`src/rtl/decode_format_arbiter.sv`:
```
// rtl/decode_format_arbiter.sv - merges per-format decoder results into one in-order decode stream
module decode_format_arbiter #(
  parameter int numDecoders             = 4,
  parameter int payloadWidth            = 128,
  parameter int instructionCounterWidth = 64,
  parameter int idWidth                 = 2
) (
  input  logic                                           clock_i,
  input  logic                                           reset_i,
  input  logic [numDecoders-1:0]                         enable_i,
  input  logic [numDecoders*instructionCounterWidth-1:0] majId_i,
  input  logic [numDecoders*payloadWidth-1:0]            payload_i,
  input  logic                                           stall_i,
  output logic [numDecoders-1:0]                         stall_o,
  output logic                                           enable_o,
  output logic [instructionCounterWidth-1:0]             majId_o,
  output logic [payloadWidth-1:0]                        payload_o,
  output logic [idWidth-1:0]                             decoderId_o,
  output logic                                           overflow_o
);

  localparam int IW = instructionCounterWidth;
  localparam int PW = payloadWidth;

  logic [numDecoders-1:0] valid_q, valid_d;
  logic [IW-1:0]          buf_maj_q [numDecoders];
  logic [PW-1:0]          buf_pay_q [numDecoders];
  logic [numDecoders-1:0] capture;

  logic                   enable_q, enable_d;
  logic [IW-1:0]          maj_q, maj_d;
  logic [PW-1:0]          pay_q, pay_d;
  logic [idWidth-1:0]     id_q, id_d;
  logic                   overflow_q, overflow_d;

  logic                   win_found;
  logic [idWidth-1:0]     win_idx;
  logic [IW-1:0]          win_maj;
  logic [PW-1:0]          win_pay;
  logic                   grant;

  // Strict less-than keeps the lowest index on equal major IDs.
  always_comb begin
    win_found = 1'b0;
    win_idx   = '0;
    win_maj   = '0;
    win_pay   = '0;
    for (int i = 0; i < numDecoders; i++) begin
      if (valid_q[i] && (!win_found || buf_maj_q[i] < win_maj)) begin
        win_found = 1'b1;
        win_idx   = idWidth'(i);
        win_maj   = buf_maj_q[i];
        win_pay   = buf_pay_q[i];
      end
    end
  end

  assign grant = !stall_i && win_found;

  always_comb begin
    capture    = enable_i & ~valid_q;
    valid_d    = valid_q | capture;
    overflow_d = overflow_q | (|(enable_i & valid_q));
    enable_d   = enable_q;
    maj_d      = maj_q;
    pay_d      = pay_q;
    id_d       = id_q;
    if (grant) begin
      valid_d[win_idx] = 1'b0;
      enable_d         = 1'b1;
      maj_d            = win_maj;
      pay_d            = win_pay;
      id_d             = win_idx;
    end else if (!stall_i) begin
      enable_d = 1'b0;
    end
  end

  always_ff @(posedge clock_i) begin
    if (!reset_i) begin
      valid_q    <= '0;
      enable_q   <= 1'b0;
      maj_q      <= '0;
      pay_q      <= '0;
      id_q       <= '0;
      overflow_q <= 1'b0;
    end else begin
      valid_q    <= valid_d;
      enable_q   <= enable_d;
      maj_q      <= maj_d;
      pay_q      <= pay_d;
      id_q       <= id_d;
      overflow_q <= overflow_d;
    end
  end

  // Buffer contents are only meaningful under valid_q, so they need no reset.
  always_ff @(posedge clock_i) begin
    for (int i = 0; i < numDecoders; i++) begin
      if (capture[i]) begin
        buf_maj_q[i] <= majId_i[(numDecoders-1-i)*IW +: IW];
        buf_pay_q[i] <= payload_i[(numDecoders-1-i)*PW +: PW];
      end
    end
  end

  assign stall_o     = valid_q;
  assign enable_o    = enable_q;
  assign majId_o     = maj_q;
  assign payload_o   = pay_q;
  assign decoderId_o = id_q;
  assign overflow_o  = overflow_q;

endmodule

```
`config.mk`:
```
export PLATFORM = sky130hd
export DESIGN_NAME = decode_format_arbiter
export DESIGN_NICKNAME = d
export VERILOG_FILES = /design/src/rtl/decode_format_arbiter.sv
export SDC_FILE = /design/constraint.sdc
export NUM_CORES = 2
export LEC_CHECK = 0
export CORE_AREA = 5 5 377 379
export DETAILED_ROUTE_END_ITERATION = 10
export DIE_AREA = 0 0 382 384
export GPL_TIMING_DRIVEN = 0
export PLACE_DENSITY_LB_ADDON = 0.25
export SETUP_SLACK_MARGIN = 0.3
export SLEW_MARGIN = 15
export SYNTH_ARGS = -nofsm -noshare
export SYNTH_HDL_FRONTEND = slang
export SYNTH_SLANG_ARGS = --single-unit
```
`constraint.sdc`:
```
create_clock -name clock_i -period 9.9 [get_ports clock_i]
set_input_delay 0.99 -clock clock_i [delete_from_list [all_inputs] [get_ports clock_i]]
set_output_delay 0.99 -clock clock_i [all_outputs]
set_load 0.1 [all_outputs]
```
==> impl_results.md <==
- Status: complete, no violations
- Hold path start: buf_pay_q[3][125]
- Pwr/cell area: 212 nW/um^2
- CTS buffer count: 110
- Sequential area share after synthesis: 66.2%
- Die Y: 384 um
- Setup WS pre-CTS: -6.03 ns
- Worst path slowest cell: or4_4
- CTS Buffer Depth: 3
- Post-route ant nets: 0
- Htree depth: 3
- Fraction of layout cells with a size suffix above 1: 15.2%
- Worst setup SP type: register
- Vias in the first global route: 32400
- Cts hold-fix bufs: 0
- Synthesized netlist cell count: 3058
- Core area: 139000 um^2
- Clock Sinks: 968
- Total GRT Usage: 24.8%
- Rows: 137
- Setup-failing EPs final: 0
- Initial antenna violation count: 67
- Critical path class: register to register
- Post-synth cell types: 61
- Leak: 21.9 nW
- Crit path top cell by count: clkbuf_16
- Final nets: 5195
- Post-synthesis async set-or-reset flop share: 0%
- WP data required: 10.50 ns
- EDFF count, synth: 768
- Top FF cell, synth: edfxtp_1
- Flops & latches, synth: 968
- Clock transition at path regs: 0.07 ns
- Via density: 5.18
- Fmax: 105 MHz
- Syn Area/Cell: 13.4 um^2
- Clk_skew: 0.0655 ns
- Hold_ws: 0.490 ns
- Net Count, Synth: 4022
- Clock root buffer: clkbuf_16
- Avg WL per Cell: 30.8 um
- Detailed Place HPWL: 148000 um
- Final hold violation count: 0
- Crit path from: stall_o[0]
- DRC: 0
- PortBufs: 973
- Crit share post-route: 96.2%
- Iteration-0 DRC count of the detailed router: 2804
- Min-Delay Path Class: register to register
- Reg2reg start: stall_o[0]
- Fillers: 12800
- Max_slew headroom: 15.3%
- Setup crit end kind: register
- Netlist Area Pre-Place: 40900 um^2
- CP Max Fanout: 10
- Die Width: 382 um
- RD Place Congestion: 0.917
- Slew Viols, Final: 0
- Post-layout minimum cycle time: 9.52 ns
- Ys Warns: 0
- Ports: 975
- Delay of the slowest cell on the worst path: 0.57 ns
- Die area: 147000 um^2
- TritonRoute pass-1 iters: 5
- Skew-Pair Late Insertion Delay: 0.74 ns
- Worst-Margin Slew: 1.27 ns
- Total wire length: 190000 um
- CTS tree: done
- Worst setup margin: 0.376 ns
- GR Overflow Total: 0
- First-pass GRT wire length: 255000 um
- Pin count of the biggest net entering global routing: 28
- Starting Density: 29.5%
- RSZ-0062 raised after global routing: no
- VDD IR max: 0.150 mV
- Total number of vias: 32000
- Crit path arrival time: 10.12 ns
- Synthesis-to-finish area growth: 45.9%
- Max cap viols: 0
-- kinds of logic after synthesis --
group | count (synthesis) | synth area share [%]
DFF | 968 | 66.2
AOI/OAI and AO/OA | 958 | 17.7
and+or+nand+nor | 546 | 6.09
buffers and inverters | 396 | 4.22
adders and majority gates | 189 | 5.78
muxes | 1 | 0.0275
-- power breakdown --
group / internal [mW] / switching (mW) / leakage [nW] / total (mW)
combinational: 1.11 / 2.25 / 11.0 / 3.36
sequential: 4.76 / 0.172 / 8.99 / 4.94
clock: 2.53 / 1.81 / 1.84 / 4.33
-- Yosys cell counts, types with 2 or more instances --
| master | number | area share [%] |
|---|---|---|
| o22ai_1 | 3 | 0.046 |
| a21oi_1 | 319 | 3.9 |
| inv_1 | 198 | 1.8 |
| a211o_1 | 2 | 0.043 |
| nand2_1 | 285 | 2.6 |
| a221oi_2 | 189 | 6.9 |
| a221o_1 | 3 | 0.073 |
| a31oi_1 | 4 | 0.061 |
| a21boi_0 | 4 | 0.073 |
| and3_1 | 2 | 0.031 |
| or2_2 | 4 | 0.061 |
| buf_1 | 5 | 0.046 |
| o31ai_1 | 5 | 0.092 |
| dfxtp_1 | 200 | 9.8 |
| a21o_1 | 34 | 0.62 |
| nand4_1 | 35 | 0.54 |
| nor4_1 | 9 | 0.14 |
| a221oi_1 | 8 | 0.17 |
| a32oi_1 | 63 | 1.3 |
| and2_1 | 3 | 0.046 |
| clkbuf_1 | 144 | 1.3 |
| buf_2 | 10 | 0.12 |
| nor2_1 | 24 | 0.22 |
| nand3_1 | 142 | 1.7 |
| buf_6 | 21 | 0.58 |
| o21ai_0 | 289 | 3.5 |
| ha_1 | 189 | 5.8 |
| o21a_1 | 4 | 0.073 |
| nand2b_1 | 7 | 0.11 |
| buf_4 | 18 | 0.33 |
| nor3_1 | 11 | 0.13 |
| edfxtp_1 | 768 | 56 |
| o211ai_1 | 6 | 0.11 |
| and4_1 | 6 | 0.13 |
| a2111oi_0 | 3 | 0.064 |
| o221ai_1 | 2 | 0.043 |
| nor2b_1 | 11 | 0.17 |
| a211oi_1 | 5 | 0.092 |
-- worst max-delay path, delay by kind of cell, from the launching register on --
family,cells,cell delay (ns)
AND/OR/NAND/NOR,8,2.03
adder cells (fa/ha/maj),3,0.82
AO/OA/AOI/OAI,19,3.85
buffers and inverters,13,2.27
flip-flops,1,0.32
-- per-layer routing --
metal  wire, um  track usage, %  up-vias
met5        356               0        -
met4       8920            10.5       52
met3      16600            7.89      388
met2      93800            42.8     1524
met1      70500            28.4    15800
li1           -               -    14200
-- through the flow --
stage | cells | utilization, % | TNS (ns) | total power, mW | cell area, um^2
finish | 6170 | 43.1 | 0 | 12.6 | 59700
global route | 6148 | 43.0 | 0 | 13.1 | 59600
CTS | 6115 | 42.6 | 0 | 12.7 | 59000
detailed placement | 5882 | 38.9 | -1162.89 | 8.16 | 53900
global placement | 5838 | 38.2 | -2584.27 | 8.14 | 52900
floorplan | 3058 | - | 0 | 6.82 | 40900
-- flip-flops by register name (all words and copies together) (netlist names) --
register / cells
buf_pay_q: 512
overflow_o: 1
payload_o: 128
buf_maj_q: 256
enable_o: 1
decoderId_o: 2
stall_o: 4
majId_o: 64
-- cells in the final DEF, fill, tap and decap left out, types with 14 or more instances in the layout --
cell type | synthesis | routed
buf_12 | 0 | 43
a221oi_2 | 189 | 193
clkinv_2 | 0 | 17
a21o_1 | 34 | 34
clkbuf_16 | 0 | 134
bufinv_16 | 0 | 14
a21oi_1 | 319 | 309
clkbuf_1 | 144 | 131
nand4_1 | 35 | 35
a32oi_1 | 63 | 47
o21ai_0 | 289 | 259
diode_2 | 0 | 34
inv_1 | 198 | 198
dfxtp_1 | 200 | 199
buf_2 | 10 | 17
ha_1 | 189 | 183
clkbuf_8 | 0 | 15
buf_16 | 0 | 18
nand3_1 | 142 | 140
edfxtp_1 | 768 | 768
nor2_1 | 24 | 21
clkdlybuf4s50_1 | 0 | 958
buf_4 | 18 | 39
nand2_1 | 285 | 285
o21ai_1 | 1 | 15
buf_6 | 21 | 30
o21ai_2 | 0 | 14
-- path summary, 6_finish.rpt --
check	endpoint	slack, ns	depth (start not counted)
setup / recovery	payload_o[36]	0.38	43
hold / removal	payload_o[125]	0.49	1
setup reg to reg	payload_o[36]	0.38	43
hold reg to reg	payload_o[125]	0.49	1
-- final cells by class --
| cell class | count | area, um^2 | share of cell area [%] |
|---|---|---|---|
| clock buffer | 146 | 3010 | 5.05 |
| inverter | 198 | 743 | 1.25 |
| sequential | 968 | 27100 | 45.4 |
| buffer | 198 | 1680 | 2.82 |
| multi-input combinational | 1694 | 12800 | 21.5 |
| antenna | 34 | 85.1 | 0.143 |
| tap | 1807 | 2260 | 3.79 |
| timing repair buffer | 1061 | 11200 | 18.7 |
| clock inverter | 64 | 831 | 1.39 |
-- timing repair --
item                                    CTS  global route
setup buffers                            22            14
endpoints found under the setup margin  198           194
pin swaps                                34            33
gates resized for setup                 249            59
cloned                                    1             7
Power figures use the tool's default switching activity.
